### src/rtl/d_victim_cache_ctrl.sv
// 8-way victim cache controller: one-cycle lookup of an L1 miss, swap-in of the
// L1 evicted line, and a stalled writeback path for dirty victims.
module d_victim_cache_ctrl #(
  parameter int TAG_W    = 20,
  parameter int LINE_W   = 128,
  parameter int INDEX_VC = 2
) (
  input  logic                clk_i,
  input  logic                rst_i,
  input  logic                req_valid_i,
  output logic                req_ready_o,
  input  logic [INDEX_VC-1:0] req_index_i,
  input  logic [TAG_W-1:0]    req_tag_i,
  input  logic                evict_valid_i,
  input  logic [TAG_W-1:0]    evict_tag_i,
  input  logic [LINE_W-1:0]   evict_data_i,
  input  logic                evict_dirty_i,
  output logic                resp_valid_o,
  output logic                resp_hit_o,
  output logic [LINE_W-1:0]   resp_data_o,
  output logic                resp_dirty_o,
  output logic                wb_valid_o,
  input  logic                wb_ready_i,
  output logic [TAG_W-1:0]    wb_tag_o,
  output logic [INDEX_VC-1:0] wb_index_o,
  output logic [LINE_W-1:0]   wb_data_o,
  output logic                plru_valid_o,
  output logic [INDEX_VC-1:0] plru_index_o,
  output logic [2:0]          plru_way_o,
  input  logic [2:0]          plru_victim_i
);

  localparam int DEPTH_VC = 1 << INDEX_VC;
  localparam int WAYS     = 8;

  typedef enum logic [1:0] {
    IDLE,
    LOOKUP,
    WRITEBACK
  } state_e;

  state_e state_q;

  logic [WAYS-1:0]   valid_q    [DEPTH_VC];
  logic [WAYS-1:0]   dirty_q    [DEPTH_VC];
  logic [TAG_W-1:0]  tag_mem_q  [DEPTH_VC][WAYS];
  logic [LINE_W-1:0] data_mem_q [DEPTH_VC][WAYS];

  logic [INDEX_VC-1:0] idx_q;
  logic [TAG_W-1:0]    req_tag_q;
  logic                ev_valid_q;
  logic [TAG_W-1:0]    ev_tag_q;
  logic [LINE_W-1:0]   ev_data_q;
  logic                ev_dirty_q;
  logic [2:0]          tgt_q;

  logic            accept;
  logic            in_lookup;
  logic            in_wb;
  logic [WAYS-1:0] set_valid;
  logic [WAYS-1:0] set_dirty;
  logic [WAYS-1:0] hit_vec;
  logic            hit;
  logic [2:0]      hit_way;
  logic            any_free;
  logic [2:0]      free_way;
  logic [2:0]      tgt_way;
  logic            tgt_dirty;
  logic            wr_en;
  logic            clr_en;
  logic [2:0]      wr_way;
  logic            upd_en;

  assign accept    = req_valid_i & req_ready_o;
  assign in_lookup = !rst_i && (state_q == LOOKUP);
  assign in_wb     = !rst_i && (state_q == WRITEBACK);

  // Lookup decode on the captured set; lowest-numbered way wins both searches.
  always_comb begin
    set_valid = valid_q[idx_q];
    set_dirty = dirty_q[idx_q];
    hit_vec   = '0;
    hit_way   = '0;
    free_way  = '0;
    for (int w = 0; w < WAYS; w++) begin
      hit_vec[w] = set_valid[w] && (tag_mem_q[idx_q][w] == req_tag_q);
    end
    for (int w = WAYS - 1; w >= 0; w--) begin
      if (hit_vec[w]) hit_way = 3'(w);
      if (!set_valid[w]) free_way = 3'(w);
    end
  end

  assign hit       = |hit_vec;
  assign any_free  = ~&set_valid;
  assign tgt_way   = any_free ? free_way : plru_victim_i;
  assign tgt_dirty = set_valid[tgt_way] & set_dirty[tgt_way];

  // Every storage update (insert or invalidate) is also the single pLRU touch.
  always_comb begin
    wr_en  = 1'b0;
    clr_en = 1'b0;
    wr_way = '0;
    if (in_lookup) begin
      if (hit) begin
        wr_en  = ev_valid_q;
        clr_en = !ev_valid_q;
        wr_way = hit_way;
      end else if (ev_valid_q && !tgt_dirty) begin
        wr_en  = 1'b1;
        wr_way = tgt_way;
      end
    end else if (in_wb && wb_ready_i) begin
      wr_en  = 1'b1;
      wr_way = tgt_q;
    end
  end

  assign upd_en = wr_en | clr_en;

  always_ff @(posedge clk_i) begin
    if (rst_i) begin
      state_q    <= IDLE;
      idx_q      <= '0;
      ev_valid_q <= 1'b0;
      tgt_q      <= '0;
      for (int s = 0; s < DEPTH_VC; s++) begin
        valid_q[s] <= '0;
        dirty_q[s] <= '0;
      end
    end else begin
      if (wr_en) begin
        valid_q[idx_q][wr_way] <= 1'b1;
        dirty_q[idx_q][wr_way] <= ev_dirty_q;
      end
      if (clr_en) begin
        valid_q[idx_q][wr_way] <= 1'b0;
      end
      case (state_q)
        IDLE: begin
          if (accept) begin
            idx_q      <= req_index_i;
            ev_valid_q <= evict_valid_i;
            state_q    <= LOOKUP;
          end
        end
        LOOKUP: begin
          if (!hit && ev_valid_q) begin
            tgt_q <= tgt_way;
          end
          if (!hit && ev_valid_q && tgt_dirty) begin
            state_q <= WRITEBACK;
          end else begin
            state_q <= IDLE;
          end
        end
        WRITEBACK: begin
          if (wb_ready_i) begin
            state_q <= IDLE;
          end
        end
        default: state_q <= IDLE;
      endcase
    end
  end

  // Tag/data payload carries no reset; the valid bits qualify it.
  always_ff @(posedge clk_i) begin
    if (accept) begin
      req_tag_q  <= req_tag_i;
      ev_tag_q   <= evict_tag_i;
      ev_data_q  <= evict_data_i;
      ev_dirty_q <= evict_dirty_i;
    end
    if (wr_en) begin
      tag_mem_q[idx_q][wr_way]  <= ev_tag_q;
      data_mem_q[idx_q][wr_way] <= ev_data_q;
    end
  end

  assign req_ready_o  = !rst_i && (state_q == IDLE);
  assign resp_valid_o = in_lookup;
  assign resp_hit_o   = in_lookup & hit;
  assign resp_data_o  = (in_lookup && hit) ? data_mem_q[idx_q][hit_way] : '0;
  assign resp_dirty_o = in_lookup & hit & set_dirty[hit_way];

  assign wb_valid_o = in_wb;
  assign wb_tag_o   = in_wb ? tag_mem_q[idx_q][tgt_q] : '0;
  assign wb_index_o = in_wb ? idx_q : '0;
  assign wb_data_o  = in_wb ? data_mem_q[idx_q][tgt_q] : '0;

  assign plru_valid_o = upd_en;
  assign plru_index_o = rst_i ? '0 : idx_q;
  assign plru_way_o   = upd_en ? wr_way : '0;

endmodule
### config.mk
export PLATFORM = sky130hd
export DESIGN_NAME = d_victim_cache_ctrl
export DESIGN_NICKNAME = d
export VERILOG_FILES = /design/src/rtl/d_victim_cache_ctrl.sv
export SDC_FILE = /design/constraint.sdc
export NUM_CORES = 2
export LEC_CHECK = 0
export ABC_CLOCK_PERIOD_IN_PS = 18900
export BUFFER_PORTS_ARGS = -buffer_cell sky130_fd_sc_hd__buf_2
export CAP_MARGIN = 20
export CELL_PAD_IN_SITES_DETAIL_PLACEMENT = 1
export CELL_PAD_IN_SITES_GLOBAL_PLACEMENT = 1
export CORE_MARGIN = 3
export CORE_UTILIZATION = 50
export DETAILED_ROUTE_END_ITERATION = 8
export GPL_TIMING_DRIVEN = 1
export PLACE_DENSITY = 0.8
export SYNTH_ARGS = -nofsm -noshare
export SYNTH_HDL_FRONTEND = slang
export SYNTH_MEMORY_MAX_BITS = 65536
export SYNTH_SLANG_ARGS = --single-unit
### constraint.sdc
create_clock -name clk_i -period 18.9 [get_ports clk_i]
set_clock_uncertainty 0.05 [all_clocks]
set_input_delay 2.835 -clock clk_i [delete_from_list [all_inputs] [get_ports clk_i]]
set_output_delay 2.835 -clock clk_i [all_outputs]
set_load 0.01 [all_outputs]
Yosys cells after proc, flatten, opt, wreduce, memory -nomap -nowiden
Memory sizes are Yosys's and may differ from the RTL's. A register that Yosys moved wholly into a read port is not among the register bits.
Cells that the tools add are included.
Widths: inputs -> output; s select.
{"block": "word_totals", "reg_bits": 177, "ram_bits": 4800, "output_inout_bits": 289, "elab_cells": 168, "memories": 4}
{"block": "classes", "order_cmp": 8, "n_eq_ne": 12, "n_mux": 90, "bitwise_logic": 16, "n_reduce_logical": 30}
{"memory": "data_mem_q", "words": 4, "width": 1024, "read_ports": 1, "rd_ports_with_merged_regs": 1, "write_ports": 1, "line": "47", "rtl": "logic [LINE_W-1:0] data_mem_q [DEPTH_VC][WAYS];"}
{"memory": "tag_mem_q", "words": 4, "width": 160, "read_ports": 1, "rd_ports_with_merged_regs": 1, "write_ports": 1, "line": "46", "rtl": "logic [TAG_W-1:0] tag_mem_q [DEPTH_VC][WAYS];"}
{"memory": "dirty_q", "words": 4, "width": 8, "read_ports": 1, "rd_ports_with_merged_regs": 1, "write_ports": 4, "line": "45", "rtl": "logic [WAYS-1:0] dirty_q [DEPTH_VC];"}
{"memory": "valid_q", "words": 4, "width": 8, "read_ports": 1, "rd_ports_with_merged_regs": 1, "write_ports": 4, "line": "44", "rtl": "logic [WAYS-1:0] valid_q [DEPTH_VC];"}
{"op": "$mux 1024", "count": 1}
{"op": "$mux 128", "count": 7}
{"op": "$bmux 128 s3", "count": 2}
{"op": "$demux 128 s3", "count": 1}
{"op": "$eq 20x20->1", "count": 8}
{"op": "$mux 160", "count": 1}
{"op": "$mux 20", "count": 4}
{"op": "$mux 3", "count": 22}
{"op": "$bmux 20 s3", "count": 1}
{"op": "$demux 20 s3", "count": 1}
{"op": "$mux 8", "count": 6}
{"op": "$mux 2", "count": 15}
{"op": "$mux 1", "count": 24}
{"op": "$reduce_or 8->1", "count": 3}
{"op": "$logic_and 1x1->1", "count": 18}
{"op": "$ge 4x4->1 const B", "count": 3}
{"op": "$lt 3x4->1 const B", "count": 3}
{"op": "$not 3->4", "count": 3}
{"op": "$bmux 1 s3", "count": 3}
{"op": "$or 1x1->1", "count": 9}
{"op": "$reduce_and 8->1", "count": 1}
{"op": "$pmux 2 s3", "count": 1}
{"op": "$reduce_and 2->1", "count": 3}
{"op": "$and 1x1->1", "count": 4}
{"op": "other kinds (8)", "count": 12}

Depth between registers and ports, before layout
{"block": "depth", "ltp_word": 25, "depth_mapped": 23}

Worst setup path before layout
OpenSTA, ideal clock, no wires.
{"block": "synth_path", "path_kind": "input port to flip-flop", "startpoint": "input port plru_victim_i[1]", "endpoint": "memory data_mem_q[0][256] (netlist name), enable pin", "arrival_time_ps": 18777, "required_ps": 17832, "setup_slack_ps": -945, "cell_stages": 11, "n_path_buf": 2, "cell_sequence": "nand3b_1 a21oi_1 nor3_1 or3b_1 nand2_1 a31oi_1 o31ai_1 buf_4 nand3_2 clkbuf_1 nor4_1"}
{"block": "synth_via", "elab_chain_len": 15, "word_cells_on_any_way": 22}
{"element": "start, declared", "line": "30", "rtl": "input logic [2:0] plru_victim_i"}
{"element": "$mux 3 (*)", "line": "96", "rtl": "assign tgt_way = any_free ? free_way : plru_victim_i;"}
{"element": "$bmux 1 s3", "line": "97", "rtl": "assign tgt_dirty = set_valid[tgt_way] & set_dirty[tgt_way];"}
{"element": "$mux 1 (implied by the code)", "line": "97"}
{"element": "$and 1x1->1", "line": "97"}
{"element": "$logic_not 1->1", "line": "109", "rtl": "end else if (ev_valid_q && !tgt_dirty) begin"}
{"element": "$logic_and 1x1->1", "line": "109"}
{"element": "$mux 3", "line": "109"}
{"element": "$mux 3", "line": "105", "rtl": "if (hit) begin"}
{"element": "$mux 3", "line": "104", "rtl": "if (in_lookup) begin"}
{"element": "$not 3->4 (implied by the code)", "line": "177", "rtl": "data_mem_q[idx_q][wr_way] <= ev_data_q;"}
{"element": "$ge 4x4->1 (implied by the code) / $lt 4x1->1 (equally long branches)", "line": "177"}
{"element": "$logic_and 1x1->1 (implied by the code)", "line": "177"}
{"element": "$mux 128 (implied by the code)", "line": "177"}
{"element": "$demux 128 s3", "line": "177"}
{"element": "$mux 1024 (implied by the code) (*)", "line": "177"}
{"element": "end, declared", "line": "47"}
Every way passes the cells marked *; elsewhere a longest branch is shown, timed or not. The select of a mux whose other input is x is not followed.

==> impl_metrics.py <==
metrics = {
    "timing": {
        "drv_slew": 31,
        "worst_pin_slew_ns": 1.514,
        "max_freq_ghz": 0.07214,
        "period_share": 0.7334,
        "min_period_ns": 13.86,
        "fin_tns_setup_ns": 0,
        "setup_viol": 0,
        "slew_headroom": -0.009201,
        "timing.hold.ws_ns": 0.5473,
        "hold_viol": 0,
        "rsz0062_at_grt": "no",
    },
    "global_route": {
        "grt_use_total": 0.3204,
        "grt_first_pass_wirelength_mm": 933.8,
        "gr-total-overflow": 0,
        "grt_max_degree": 164,
        "grt_pass1_vias": 116600,
        "grt_antenna_before_repair": 38,
    },
    "logic_synthesis": {
        "synth_fp_nets": 9773,
        "syn_area_um2": 202700,
        "synth_flop_cell": "edfxtp_1",
        "synth_most_common_cell": "edfxtp_1",
        "synthTopCellsByCount": "edfxtp_1, mux4_2, mux2i_1",
        "synth_area_per_cell_um2": 21.13,
        "async_reset_ff_frac": 0,
        "synthCells": 9594,
        "yosys_warnings": 0,
        "ys_ff_latch": 4979,
        "synth_top_area_share": 0.7360,
        "ys_types": 88,
        "synth.area.top_cells": "edfxtp_1, mux4_2, mux2i_1",
        "synth.largest_area_cell": "edfxtp_1",
        "ys_seq_area_frac": 0.7369,
        "synth-edff-count": 4969,
    },
    "critical_path": {
        "cp_data_arrival_time_ns": 10.98,
        "crit_required_ns": 16.02,
        "crit_path_cell_trace": "buf_4 -> buf_4 -> buf_12 -> mux4_2 -> xnor2_1 -> nand4_1 -> a2111oi_0 -> a21oi_1 -> o221ai_4 -> buf_12 -> buf_4 -> mux2i_1 -> a221o_1 -> nor3_1 -> buf_2",
        "r2r-end": "data_mem_q[1][492]",
        "criticalPathCategory": "reg -> out",
        "critical-path-top-delay-family": "buffers and inverters",
        "critPathSlowestCell": "o221ai_4",
        "rrSetupSlack_ns": 7.26,
        "worst_setup_path_end_kind": "primary output",
        "cp_num_buf_inv": 6,
        "crit_top_cell": "buf_4",
        "critPathMaxFanout": 155,
        "rr_worst_depth": 18,
        "start_kind": "register",
        "cp_slowest_stage_delay_ns": 1.03,
    },
    "route": {
        "first_iter_violations": 17510,
        "drc": 0,
        "drt-wirelength-per-cell_um": 41.67,
        "wirelength_mm": 668.1,
        "via_count": 112600,
        "dr.pass1.iters": 6,
        "vias_per_cell": 7.022,
        "final_antenna_net_count": 0,
    },
    "final_layout": {
        "layout-drive-gt1-share": 0.2875,
        "finish.net_count": 10390,
        "syn_to_final_growth_pct": 12.82,
        "fill_cells": 34120,
    },
    "pwr": {
        "comb_power_share": 0.048,
        "p_leak_nw": 71.67,
        "p_int_mw": 18.34,
        "power_density_nw_per_um2": 102.7,
        "irDropWorstVdd_mv": 0.1031,
        "clockPowerShare": 0.430,
        "p_seq_frac": 0.521,
        "p_switching_mw": 5.142,
        "power.share.switching": 0.2189,
        "power_mw": 23.49,
    },
    "clock_network": {
        "clk_latency_ns": 1.08,
        "root_buffer": "clkbuf_16",
        "clock_path_buffers": 4,
        "cts_tree": "yes",
        "cts_resized": 0,
        "cts_made_buffers": 520,
        "numClockSinks": 4979,
        "cts-htree-levels": 6,
        "path_clk_slew_ns": 0.07,
        "holdBufCountCts": 0,
        "cts_setup_buffers": 0,
    },
    "floorplanning": {
        "core_um2": 403200,
        "die_w_um": 642.8,
        "ios": 468,
        "dieArea_um2": 413200,
        "num_rows": 233,
        "start_util": 0.5029,
        "die_h_um": 642.8,
    },
    "run": {
        "drv_cap": 0,
    },
    "hold_path": {
        "hold_path_depth": 0,
        "holdCritPathClass": "reg -> reg",
        "hold_end": "tag_mem_q[0][25]",
        "holdCritStartpoint": "ev_tag_q[5]",
    },
    "place": {
        "dp_hpwl_mm": 356.4,
        "numPortBuffers": 467,
        "place_congestion": 0.9506,
    },
    "run_status": {
        "violations": "max-slew violations",
        "outcome": "finished, violations left",
    },
}
-- worst register-to-register path, stage by stage (launching register included) --
cell and delay, ns:
dfxtp_4 0.84, buf_4 0.91, buf_4 0.93, buf_12 0.95, mux4_2 0.80, xnor2_1 0.26
nand4_1 0.11, or4_1 0.60, a211o_1 0.33, o211ai_1 0.18, buf_4 0.66, a31o_1 0.33
and2_1 0.18, clkinv_2 0.43, buf_4 0.59, nor4_2 0.47, buf_12 0.71, buf_4 1.02
buf_4 0.88
-- cell families after synthesis --
| family | share of synthesized area |
|---|---|
| xor gates and xnor gates | 0.006480 |
| muxes | 0.1891 |
| buffers and inverters | 0.01916 |
| AOI/OAI and AO/OA | 0.02603 |
| and+or+nand+nor | 0.02225 |
| DFF | 0.7369 |
-- power by group through the flow --
| stage | Sequential (mW) | Clock [mW] | Combinational [mW] |
|---|---|---|---|
| floorplan | 12.4 | 0 | 0.774 |
| global route | 12.2 | 10.6 | 1.19 |
| finish | 12.2 | 10.1 | 1.14 |
| detailed placement | 12.5 | 0 | 1.08 |
| CTS | 12.2 | 10.2 | 1.11 |
| global placement | 12.5 | 0 | 1.05 |
-- flip-flops by register name, indices dropped and copies added (netlist names), named ones only --
register / count
data_mem_q: 4096
dirty_q: 32
ev_data_q: 128
ev_dirty_q: 1
ev_tag_q: 20
ev_valid_q: 1
idx_q: 2
req_tag_q: 20
state_q: 2
tag_mem_q: 640
tgt_q: 3
valid_q: 32
-- per-stage QoR --
stage | instances | instance area (um2) | setup WS (ns) | utilization
final | 16030 | 228700 | 5.039 | 0.5673
after global routing | 16020 | 228700 | 4.991 | 0.5673
after CTS | 16000 | 228100 | 5.425 | 0.5658
after detailed placement | 15070 | 211600 | 6.650 | 0.5249
after global placement | 15070 | 211600 | 6.619 | 0.5247
after floorplan | 9594 | 202800 | -0.9450 | -
-- layout make-up --
class                           count  area, um2  area share
Sequential cell                  4979     149400      0.6533
Multi-Input combinational cell   3710      49770      0.2176
Clock buffer                      632      13770     0.06021
Tap cell                         5405       6763     0.02957
Timing Repair Buffer              748       5291     0.02313
Clock inverter                    292       2713     0.01186
Inverter                          253      958.4    0.004190
Antenna cell                       14      35.03   0.0001532
-- how the worst max path moves through the flow --
stage / startpoint / cells after the start / slack [ns] / end
4_1_cts: register / 15 / 5.43 / resp_data_o[52]
6_report: register / 15 / 5.04 / resp_data_o[52]
3_5_place_dp: register / 15 / 6.65 / resp_data_o[52]
5_1_grt: register / 15 / 4.99 / resp_data_o[52]
2_1_floorplan: plru_victim_i[1] / 11 / -0.94 / data_mem_q[0][256]
3_3_place_gp: register / 15 / 6.62 / resp_data_o[52]
-- layer usage --
metal,GRT usage,share of wire
met5,0,0.00023
met4,0.1689,0.061
met3,0.06224,0.11
met2,0.5059,0.48
met1,0.4266,0.35
-- cells in the final DEF (no fill, tap or decap), drive strengths merged, types with 8 or more instances in the layout --
cell type and count:
nand4 42, clkinvlp 16, a31o 11, a221o 117, o21ai 39, bufinv 36
or4 11, xor2 10, nor2 426, o22ai 9, clkbuf 632, o2111ai 9
a31oi 10, clkinv 214, and2 19, inv 279, o41ai 15, nor4 61
mux4 1443, o221ai 11, o2bb2ai 8, and3 26, mux2 32, a21oi 32
nand2b 21, xnor2 140, a311oi 237, or2 10, a211oi 23, nor3 142
edfxtp 4969, diode 14, buf 748, nand3 30, dfxtp 10, mux2i 548
o31ai 39, nand2 79, a22o 17
Power figures use the tool's default switching activity.
